[config.mk]
export PLATFORM = sky130hd
export DESIGN_NAME = hazard_controller
export DESIGN_NICKNAME = d
export VERILOG_FILES = /design/src/rtl/hazard_controller_pkg.sv /design/src/rtl/hazard_controller_sat_counter.sv /design/src/rtl/hazard_controller.sv
export SDC_FILE = /design/constraint.sdc
export NUM_CORES = 1
export LEC_CHECK = 0
export ABC_AREA = 1
export CORE_UTILIZATION = 57
export DETAILED_ROUTE_END_ITERATION = 10
export PLACE_DENSITY = 0.9
export SYNTH_ARGS = -nofsm -noshare
export SYNTH_HDL_FRONTEND = slang
export SYNTH_HIERARCHICAL = 1
export SYNTH_SLANG_ARGS = --single-unit
[constraint.sdc]
create_clock -name clk -period 4.9 [get_ports clk]
set_input_delay 0.49 -clock clk [delete_from_list [all_inputs] [get_ports clk]]
set_output_delay 0.49 -clock clk [all_outputs]
set_load 0.05 [all_outputs]
[src/rtl/hazard_controller_pkg.sv]
// Shared definitions for the pipeline hazard controller: sequencer state
// encodings and the SYSTEM opcode constants that decode uses to flag traps.
package hazard_controller_pkg;

  typedef enum logic [1:0] {
    HZ_RUN    = 2'd0,
    HZ_DRAIN  = 2'd1,
    HZ_HALTED = 2'd2
  } hz_state_e;

  localparam logic [6:0]  OPC_SYSTEM   = 7'b1110011;
  localparam logic [11:0] F12_ECALL    = 12'h000;
  localparam logic [11:0] F12_EBREAK   = 12'h001;

  // Drain counter width; covers the legal DRAIN_CYCLES range 1..7.
  localparam int          DRAIN_W      = 3;

endpackage

[src/rtl/hazard_controller_sat_counter.sv]
// Saturating up-counter used for the stall/flush performance counters.
// Holds at all-ones once reached; cleared only by reset.
module sat_counter #(
  parameter int W = 32
) (
  input  logic         clk,
  input  logic         reset_n,
  input  logic         inc_i,
  output logic [W-1:0] count_o
);

  logic [W-1:0] r_count;

  always_ff @(posedge clk or negedge reset_n) begin
    if (!reset_n) begin
      r_count <= '0;
    end else if (inc_i && !(&r_count)) begin
      r_count <= r_count + W'(1);
    end
  end

  assign count_o = r_count;

endmodule

[src/rtl/hazard_controller.sv]
// Pipeline sequencer: load-use bubbles, branch flushes, memory-wait freeze and
// the ECALL/EBREAK drain-and-halt sequence, plus stall/flush perf counters.
module hazard_controller
  import hazard_controller_pkg::*;
#(
  parameter int DRAIN_CYCLES = 2,
  parameter int CNT_W        = 32
) (
  input  logic             clk,
  input  logic             reset_n,
  input  logic [4:0]       id_rs1_i,
  input  logic [4:0]       id_rs2_i,
  input  logic [4:0]       ex_rd_i,
  input  logic             ex_read_mem_i,
  input  logic             ex_bnj_taken_i,
  input  logic             ex_trap_i,
  input  logic             mem_busy_i,
  input  logic             resume_i,
  output logic             if_stall_o,
  output logic             if_flush_o,
  output logic             id_stall_o,
  output logic             id_flush_o,
  output logic             ex_stall_o,
  output logic             halted_o,
  output logic [CNT_W-1:0] stall_cnt_o,
  output logic [CNT_W-1:0] flush_cnt_o
);

  hz_state_e          r_state;
  hz_state_e          w_state_nxt;
  logic [DRAIN_W-1:0] r_drain_cnt;
  logic [DRAIN_W-1:0] w_drain_nxt;

  logic w_lu;
  logic w_if_stall;
  logic w_if_flush;
  logic w_id_stall;
  logic w_id_flush;
  logic w_ex_stall;

  // x0 is never a real producer, so a load to x0 never forces a bubble.
  assign w_lu = ex_read_mem_i && (ex_rd_i != 5'd0) &&
                ((ex_rd_i == id_rs1_i) || (ex_rd_i == id_rs2_i));

  always_ff @(posedge clk or negedge reset_n) begin
    if (!reset_n) begin
      r_state     <= HZ_RUN;
      r_drain_cnt <= '0;
    end else begin
      r_state     <= w_state_nxt;
      r_drain_cnt <= w_drain_nxt;
    end
  end

  always_comb begin
    w_state_nxt = r_state;
    w_drain_nxt = r_drain_cnt;
    w_if_stall  = 1'b0;
    w_if_flush  = 1'b0;
    w_id_stall  = 1'b0;
    w_id_flush  = 1'b0;
    w_ex_stall  = 1'b0;

    case (r_state)
      HZ_RUN: begin
        if (mem_busy_i) begin
          w_if_stall = 1'b1;
          w_id_stall = 1'b1;
          w_ex_stall = 1'b1;
        end else if (ex_trap_i) begin
          w_if_stall  = 1'b1;
          w_if_flush  = 1'b1;
          w_id_flush  = 1'b1;
          w_state_nxt = HZ_DRAIN;
          w_drain_nxt = DRAIN_W'(DRAIN_CYCLES);
        end else if (ex_bnj_taken_i) begin
          w_if_flush = 1'b1;
          w_id_flush = 1'b1;
        end else if (w_lu) begin
          w_if_stall = 1'b1;
          w_id_flush = 1'b1;
        end
      end

      HZ_DRAIN: begin
        if (mem_busy_i) begin
          w_if_stall = 1'b1;
          w_id_stall = 1'b1;
          w_ex_stall = 1'b1;
        end else begin
          w_if_stall = 1'b1;
          w_if_flush = 1'b1;
          w_id_flush = 1'b1;
          // Last drain cycle: older instructions have retired by the next edge.
          if (r_drain_cnt <= DRAIN_W'(1)) begin
            w_drain_nxt = '0;
            w_state_nxt = HZ_HALTED;
          end else begin
            w_drain_nxt = r_drain_cnt - DRAIN_W'(1);
          end
        end
      end

      HZ_HALTED: begin
        w_if_stall = 1'b1;
        w_if_flush = 1'b1;
        w_id_flush = 1'b1;
        if (resume_i) begin
          w_state_nxt = HZ_RUN;
        end
      end

      default: begin
        w_state_nxt = HZ_RUN;
        w_drain_nxt = '0;
      end
    endcase
  end

  // Controls are forced low while reset is held, independent of the inputs.
  assign if_stall_o = reset_n & w_if_stall;
  assign if_flush_o = reset_n & w_if_flush;
  assign id_stall_o = reset_n & w_id_stall;
  assign id_flush_o = reset_n & w_id_flush;
  assign ex_stall_o = reset_n & w_ex_stall;
  assign halted_o   = (r_state == HZ_HALTED);

  sat_counter #(.W(CNT_W)) u_stall_cnt (
    .clk     (clk),
    .reset_n (reset_n),
    .inc_i   (if_stall_o),
    .count_o (stall_cnt_o)
  );

  sat_counter #(.W(CNT_W)) u_flush_cnt (
    .clk     (clk),
    .reset_n (reset_n),
    .inc_i   (if_flush_o | id_flush_o),
    .count_o (flush_cnt_o)
  );

endmodule
[Word-level counts from Yosys, hierarchy flattened]
Cells that the tools add are included.
W data, S select, Z words.
Operators by class
  add/sub/neg operators: 3
  multiply operators: 0
  div/mod/pow operators: 0
  order comparisons: 1
  equality and inequality tests: 9
  shift operators: 0
  muxes and demuxes: 27
  bitwise operators: 6
  reduce and logical (&&, ||, !) cells: 15
Operator list (count)
  $add A32 B1 Y32 const B: 2
  $reduce_and A32 Y1: 2
  $mux W1: 13
  $mux W3: 4
  $eq A5 B5 Y1: 2
  $mux W2: 5
  $ne A2 B2 Y1 const B: 5
  $pmux W3 S3: 1
  $pmux W1 S3: 2
  $pmux W2 S3: 1
  $reduce_and A5 Y1: 1
  $reduce_bool A5 Y1: 1
  $and A1 B1 Y1: 4
  $logic_and A1 B1 Y1: 4
  $reduce_and A4 Y1: 1
  $reduce_or A2 Y1: 2
  $le A3 B1 Y1 const B: 1
  $sub A3 B1 Y3 const B: 1
  $eq A2 B1 Y1 const B: 1
  $eq A2 B2 Y1 const B: 1
  $logic_not A1 Y1: 2
  $logic_not A2 Y1: 1
  $pmux W1 S2: 1
  $logic_or A1 B1 Y1: 1
  other kinds (2): 2
Word-level totals
  bits in registers: 69
  bits in latches: 0
  bits in writable memories: 0
  ROM bits: 0
  input port bits: 22
  memories kept: 0

[Longest topological paths before layout]
Gate-level depths: netlist (run 1).
  depth after elaboration: 11
  mapped depth: 19
  depth with buffers taken out: 19

[Hierarchy]
The synthesis (run 1) kept the hierarchy.
By module, submodules not included
  sat_counter: times used 2, cells each 341, area an instance 2143.3 sq um, seq. area each 800.8 sq um
  hazard_controller: times used 1, cells each 107, area an instance 648.1 sq um, seq. area each 125.1 sq um

[Worst setup path before layout (run 1)]
No wires, ideal clock.
  kind: register -> output
  from: reg r_state[0]
  to: out id_flush_o
  arrival time: 2016 ps
  slack: 2394 ps
  cell stages (with the launch flop): 5
  buffers on the path: 0
  cell sequence: dfrtp_1 inv_1 ha_1 a221oi_1 o22ai_1
On the way
  cells in the longest elaborated chain, start to end: 3
  elaborated cells on any way between the ends: 5
RTL lines
  from (decl): RTL line hazard_controller.sv:29  | hz_state_e r_state;
  from (signal assigned): RTL line hazard_controller.sv:50  | r_state <= w_state_nxt;
  $eq A2 B2 Y1
  via halted_o: RTL line hazard_controller.sv:24  | output logic halted_o,
  $pmux W1 S3: RTL line hazard_controller.sv:64  | case (r_state)
  $and A1 B1 Y1: RTL line hazard_controller.sv:124  | assign id_flush_o = reset_n & w_id_flush;
  to (decl): RTL line hazard_controller.sv:22  | output logic id_flush_o,
The timed path passes the listed nets, and every way through them passes these cells.

[Final worst setup path (run 1)]
  from: in ex_rd_i[0]
  to: out if_stall_o
On the way
  cells in the longest elaborated chain, start to end: 9
  elaborated cells on any way between the ends: 12
RTL lines
  from (decl): RTL line hazard_controller.sv:13  | input logic [4:0] ex_rd_i,
  $eq A5 B5 Y1 / $reduce_bool A5 Y1 (equally long branches): RTL line hazard_controller.sv:43, hazard_controller.sv:42
  $logic_or A1 B1 Y1 / $logic_and A1 B1 Y1 (equally long branches): RTL line hazard_controller.sv:43, hazard_controller.sv:42
  $logic_and A1 B1 Y1 (*): RTL line hazard_controller.sv:42  | assign w_lu = ex_read_mem_i && (ex_rd_i != 5'd0) &&
  $mux W1 (*): RTL line hazard_controller.sv:79  | end else if (w_lu) begin
  $mux W1 (*): RTL line hazard_controller.sv:76  | end else if (ex_bnj_taken_i) begin
  $mux W1 (*): RTL line hazard_controller.sv:70  | end else if (ex_trap_i) begin
  $mux W1 (*): RTL line hazard_controller.sv:66  | if (mem_busy_i) begin
  $pmux W1 S2 (*): RTL line hazard_controller.sv:64
  $and A1 B1 Y1 (*): RTL line hazard_controller.sv:121  | assign if_stall_o = reset_n & w_if_stall;
  to (decl): RTL line hazard_controller.sv:19  | output logic if_stall_o,
Every way passes the cells marked *; elsewhere a longest branch is shown, timed or not.

==> reports/qor.yml, run 1 <==
run_status:
  status: "finished clean"
floorplanning:
  die_x_um: 95.0
  core_region_area_mm2: 0.00830
  start_util_pct: 59.5
  die_area_mm2: 0.00903
  pin_count: 92
  die_h_um: 95.0
  num_rows: 33
finish:
  antenna_cells: 0
  fin_cells: 990
  layout.nets: 911
  drive_gt1_share_pct: 5.08
  syn2layout_area_growth_pct: 23.5
global_routing:
  grt_max_degree: 41
  grt_remaining_overflow: 0
  grt_pass1_vias: 5198
  grt_pass1_wl_mm: 22.4
  antenna_found_initial: 0
  grt_use_total_pct: 31.4
synth:
  synth-seq-area-share_pct: 35.0
  avgSynthCellArea_um2: 6.25
  yosysTopAreaCell: "dfrtp_1"
  synth.area.mux_share_pct: 0
  syn_nets: 819
  synth_edf_count: 0
  synthDistinctLibCells: 30
  synth_compound_gate_area_share_pct: 2.38
  post-synth-top-count-cell: "nand2_1"
  synth_common_cells: "389 x nand2_1, 110 x nor2_1, 70 x inv_1"
  synth_top_area_share_pct: 35.0
  synthXorXnorAreaFrac_pct: 4.79
  ys.flop_type: "dfrtp_1"
  synth-adder-area-share_pct: 2.03
  syn-instance-count: 789
  ys_ff_latch: 69
  yosysWarnings: 6
  synth_top_family_by_area: "simple AND/OR/NAND/NOR gates"
  synthSimpleGateAreaFrac_pct: 47.7
  synth_area_mm2: 0.00493
  synthArstFlopShare_pct: 100
  netlist_top_cells_area: "dfrtp_1 35%, nand2_1 30%, nor2_1 8.4%, inv_1 5.3%, nand3_1 3.5%"
drt:
  drtAntennaViolNets: 0
  drc: 0
  routed_wl_mm: 13.2
  drt-initial-drc-count: 298
  viasPerCell: 5.42
  wire_per_inst_um: 13.4
  firstDrtPassIters: 4
  vias: 5362
clock_tree:
  cts_buffer_depth: 2
  clk_pin_slew_ns: 0.07
  clockRootBuffer: "clkbuf_8"
  cts_num_sinks: 69
  cts_hold_buf: 0
  cts_tree: "yes"
  htreeDepth: 3
  insertion_delay_ns: 0.35
  cts_buffers: 9
  postCtsSetupBuffers: 0
  cts_resized: 0
power:
  intPower_w: 0.00111
  combPwrFrac_pct: 40.1
  p_sw_share_pct: 42.4
  p_total_w: 0.00193
  power_frac_seq_pct: 35.7
  vdd_drop_max_mv: 0.286
  clkPwrFrac_pct: 24.3
  p_sw_w: 0.000820
  power.density_mw_per_mm2: 317
  power_leakage_nw: 2.85
sta:
  fin_skew_ns: 0.00998
  setup_tns_ns: 0
  fmax_mhz: 297
  min_period_over_period_pct: 68.8
  setup_violations: 0
  rsz0062_at_grt: "false"
  tightest_slew_ns: 1.11
  finalMaxSlewViolations: 0
  hold_viol_final: 0
  slew_headroom_pct: 26.3
  setup_ws_ns: 1.53
  fin_crit_ns: 3.37
  holdWs_ns: 0.216
run:
  maxCapViolations: 0
critical_path:
  worstPathCellList: "clkdlybuf4s50_1 > inv_2 > nand2_1 > nand2_1 > nor2_1 > nand3_1 > nand2_1 > nand3_1 > nand2_1 > nand2_1 > a21oi_2 > clkdlybuf4s50_1"
  path_class: "in -> out"
  crit_path_max_incr_delay_ns: 0.88
  cp_top_family: "buffers and inverters"
  crit_top_cell: "nand2_1"
  r2r_cells: 8
  crit_buf_inv: 3
  r2r_setup_slack_ns: 2.14
  rr_endpoint: "u_flush_cnt/count_o[2]"
  cp_max_fo: 4
  arrival_ns: 2.88
  r2r-start: "r_state[0]"
  required_ns: 4.41
  cpMaxStageDelayCell: "clkdlybuf4s50_1"
  startpoint_type: "input port"
  critPathCaptureType: "output pin"
placed_design:
  dp_cells: 975
  place_ws_ns: 1.55
  dp_hpwl_mm: 9.83
  gp_congestion: 0.946
  port_buffers: 91
min_path:
  hold_class: "in -> async"
layer usage:
layer / part of all wire, % / global-route usage (%) / vias up
met3: 7.3 / 6.54 / 48
met1: 41 / 36.3 / 2471
met4: 3.9 / 15.8 / 0
met5: 0 / 0 / -
met2: 48 / 54.9 / 248
li1: - / - / 2595
power by group through the flow:
stage / Combinational [W] / Clock (W) / Sequential (W)
2_1_floorplan: 0.000481 / 0 / 0.000790
3_3_place_gp: 0.000747 / 0 / 0.000692
3_5_place_dp: 0.000769 / 0 / 0.000698
4_1_cts: 0.000775 / 0.000479 / 0.000687
5_1_grt: 0.000849 / 0.000508 / 0.000697
6_report: 0.000774 / 0.000469 / 0.000690
sequential cells by signal, indices dropped and copies added (netlist names):
name / cells
r_drain_cnt: 3
r_state: 2
u_flush_cnt/count_o: 32
u_stall_cnt/count_o: 32
cell families (layout without fill, tap and decap cells):
kind of cell	after synthesis	after routing
fa+ha+maj	8	8
xor+xnor	27	27
flops	69	69
compound gates	17	17
simple gates	573	573
buf+inv	95	191
stage by stage:
stage,utilization [%],instance area [um2]
after floorplan,-,4930
after global placement,71.1,5900
after detailed placement,71.1,5900
after CTS,73.5,6100
after global routing,73.5,6100
final,73.5,6100
layout make-up:
cell class / count / area [um2]
flip-flops and latches: 69 / 1730
well taps: 105 / 131
inverters: 84 / 315
fillers: 683 / 2200
repair buffers: 92 / 913
clock inverters: 4 / 47.5
clock buffers: 11 / 151
multi-input cells: 625 / 2810
cells in the final DEF, fill, tap and decap left out, types with 2 or more instances in the layout:
master,count
nand2_1,389
nor2_1,110
clkdlybuf4s50_1,90
inv_1,70
dfrtp_1,69
nand3_1,35
xnor2_1,15
nand3b_1,12
xor2_1,12
clkbuf_8,11
inv_2,10
nand4_1,10
ha_1,8
a21oi_2,4
clkinv_1,4
o21ai_0,3
a21oi_1,3
o22ai_1,3
nand2_2,3
nor2_4,3
o21ai_1,2
clkinv_2,2
nand3_4,2
nor3_1,2
nor2_2,2
nand2_4,2
and2_1,2
how the worst max path moves through the flow:
stage               start          to  slack [ns]  depth (start not counted)
2_1_floorplan  r_state[0]  id_flush_o        2.39                          4
3_3_place_gp   ex_rd_i[4]  if_stall_o        1.60                         12
4_1_cts        ex_rd_i[1]  if_stall_o        1.54                         12
6_report       ex_rd_i[0]  if_stall_o        1.53                         12
5_1_grt        ex_rd_i[0]  if_stall_o        1.40                         12
3_5_place_dp   ex_rd_i[1]  if_stall_o        1.55                         12
worst reg2reg max path, cell delays in order, from the launching register on:
cell	delay, ns
dfrtp_1	0.41
inv_1	0.11
ha_1	0.29
nand4_1	0.15
o22ai_1	0.49
inv_1	0.15
a21oi_2	0.82
nand2_1	0.16
nand2_1	0.12
(Power assumes the default switching activity.)
==> run 2, diff against run 1 <==
--- a/config.mk
+++ b/config.mk
@@ -6,9 +6,9 @@
 export NUM_CORES = 1
 export LEC_CHECK = 0
 export ABC_AREA = 1
-export CORE_UTILIZATION = 57
+export CORE_UTILIZATION = 48
 export DETAILED_ROUTE_END_ITERATION = 10
-export PLACE_DENSITY = 0.9
+export PLACE_DENSITY = 0.81
 export SYNTH_ARGS = -nofsm -noshare
 export SYNTH_HDL_FRONTEND = slang
 export SYNTH_HIERARCHICAL = 1
==> constraint.sdc (replaced) <==
create_clock -name clk -period 2.72 [get_ports clk]
set_input_delay 0.272 -clock clk [delete_from_list [all_inputs] [get_ports clk]]
set_output_delay 0.272 -clock clk [all_outputs]
set_load 0.05 [all_outputs]
==> run 2 against run 1 <==
  * Die area is 18% higher
  * Sequential cell count is the same
  * Critical path depth is 7 lower
  * Critical path type is now reg -> out
  * Non-clock buffer count increased by 6
  * Sequential share of layout area shrank 0.48 points
  * Final cell count grew 3.5%
  * Register-to-register slack lost 1.6 ns
  * Clock skew shrank 0.0011 ns
==> reports/qor.yml, run 2 (synthesis results as in run 1) <==
sta:
  slew_headroom_pct: 56.4  # +30 points
  finalMaxSlewViolations: 0  # unchanged
  fin_crit_ns: 2.55
  setup_violations: 0  # unchanged
  hold_viol_final: 0  # unchanged
  min_period_over_period_pct: 93.8
  setup_tns_ns: 0  # unchanged
  fmax_mhz: 392
  fin_skew_ns: 0.00884  # -0.00114 ns
  rsz0062_at_grt: "false"
  tightest_slew_ns: 0.654  # -0.452 ns
clock_tree:
  cts_tree: "yes"
  insertion_delay_ns: 0.35  # about the same
  postCtsSetupBuffers: 0  # unchanged
  cts_buffers: 9  # unchanged
  cts_num_sinks: 69  # unchanged
  cts_buffer_depth: 2  # unchanged
  clockRootBuffer: "clkbuf_8"
  clk_pin_slew_ns: 0.08  # about the same
  htreeDepth: 3  # unchanged
drt:
  wire_per_inst_um: 12.2  # -9.0%
  vias: 5132  # -4.3%
  drc: 0  # unchanged
  firstDrtPassIters: 5  # +1
  drt-initial-drc-count: 286  # -4.0%
  viasPerCell: 5.01  # -7.6%
  drtAntennaViolNets: 0  # unchanged
  routed_wl_mm: 12.5  # -5.8%
power:
  power.density_mw_per_mm2: 583  # +84%
  vdd_drop_max_mv: 0.377  # +32%
  power_leakage_nw: 2.91  # +2.1%
critical_path:
  rr_endpoint: "u_flush_cnt/count_o[17]"
  r2r-start: "r_state[1]"
  r2r_cells: 10  # +2
  crit_path_max_incr_delay_ns: 0.81  # -0.07 ns
  cpMaxStageDelayCell: "clkdlybuf4s50_1"
  r2r_setup_slack_ns: 0.57  # -1.57 ns
  crit_buf_inv: 2  # -1
  cp_max_fo: 7  # +3
  critPathCaptureType: "output pin"
  startpoint_type: "register"
  required_ns: 2.45  # -1.96 ns
  cp_top_family: "buffers and inverters"
  worstPathCellList: "inv_1 > ha_1 > o21ai_1 > nor2_1 > clkdlybuf4s50_1"
  arrival_ns: 2.28  # -0.60 ns
  path_class: "reg -> out"
global_routing:
  grt_max_degree: 52  # +27%
  grt_pass1_wl_mm: 20.5  # -8.6%
  antenna_found_initial: 0  # unchanged
  grt_remaining_overflow: 0  # unchanged
  grt_pass1_vias: 4519  # -13%
  grt_use_total_pct: 24.7  # -6.7 points
placed_design:
  dp_cells: 1008  # +3.4%
  port_buffers: 91  # unchanged
  gp_congestion: 0.898  # -5.1%
  dp_hpwl_mm: 9.20  # -6.4%
finish:
  regArea_mm2: 0.00173  # unchanged
  syn2layout_area_growth_pct: 25.7
  multi_input_area_mm2: 0.00281  # unchanged
  fin_cells: 1025  # +3.5%
  layout_commonest_cell: "nand2_1"
  layout_common_cells: "389 x nand2_1, 110 x nor2_1, 86 x clkdlybuf4s50_1"
  layout.nets: 917  # +0.66%
  drive_gt1_share_pct: 5.94  # +0.86 points
  post-route-util_pct: 62.9  # -11 points
  fillers: 880  # +29%
  antenna_cells: 0  # unchanged
run:
  maxCapViolations: 0  # unchanged
floorplanning:
  die_area_mm2: 0.0107  # +18%
  die_h_um: 103  # +8.8%
  die_x_um: 103  # +8.8%
  start_util_pct: 50.0  # -9.4 points
  core_region_area_mm2: 0.00986  # +19%
  pin_count: 92  # unchanged
  num_rows: 36  # +9.1%
run_status:
  status: "finished clean"
min_path:
  hold_class: "in -> async"
-- run 2: worst max path at each step --
stage          depth (start not counted)                 endpoint  slack, ns       start
2_1_floorplan                         13  u_flush_cnt/count_o[28]       0.38  r_state[0]
3_3_place_gp                          18  u_stall_cnt/count_o[20]       0.31  ex_rd_i[1]
3_5_place_dp                          20  u_stall_cnt/count_o[28]       0.25  ex_rd_i[4]
4_1_cts                                5               ex_stall_o       0.17  r_state[1]
5_1_grt                                5               id_stall_o       0.01  r_state[0]
6_report                               5               id_stall_o       0.17  r_state[1]
-- run 2: timing repair --
item | 4_1_cts | 5_1_grt
endpoints found under the hold margin | 18 | 0
endpoints found under the setup margin | 0 | 1
hold buffers | 1 | 0
gates resized for setup | 0 | 1
-- run 2: report_power, final --
part | switching, W | leakage, nW | total (W) | internal [W]
sequential | 0.000120 | 0.949 | 0.00124 | 0.00112
clock | 0.000425 | 0.106 | 0.000924 | 0.000499
combinational | 0.000975 | 1.86 | 0.00146 | 0.000482
total | 0.00152 | 2.91 | 0.00362 | 0.00210
-- run 2: metal layers --
layer | vias up | GRT usage (%) | routed length (um)
met2 | 178 | 40.8 | 5790
met1 | 2335 | 32.8 | 5660
met3 | 14 | 5.04 | 830
met4 | 0 | 7.04 | 183
met5 | - | 0 | 0
li1 | 2605 | - | -
-- run 2: area by class of cell --
type | instances | area share, %
Inverter | 84 | 5.08
Multi-Input combinational cell | 625 | 45.3
Timing Repair Buffer | 98 | 15.7
Clock buffer | 13 | 2.72
Tap cell | 133 | 2.68
Clock inverter | 3 | 0.686
Sequential cell | 69 | 27.8
-- run 2: metrics by stage --
step                      cell area [um2]  hold WS, ns  total power [W]  setup slack [ns]
after floorplan                      4930      -0.0236          0.00229             0.379
after global placement               5980        0.181          0.00270             0.314
after detailed placement             5980        0.180          0.00271             0.251
after CTS                            6200        0.339          0.00364             0.167
after global routing                 6200        0.376          0.00382           0.00996
final                                6200        0.341          0.00362             0.168
==> run 3, diff against run 2 <==
--- a/config.mk
+++ b/config.mk
@@ -9,6 +9,7 @@
 export CORE_UTILIZATION = 48
 export DETAILED_ROUTE_END_ITERATION = 10
 export PLACE_DENSITY = 0.81
+export SKIP_LAST_GASP = 1
 export SYNTH_ARGS = -nofsm -noshare
 export SYNTH_HDL_FRONTEND = slang
 export SYNTH_HIERARCHICAL = 1
==> results of run 3 <==
Same layout as run 2: the final DEF is identical, and so are final timing and power.
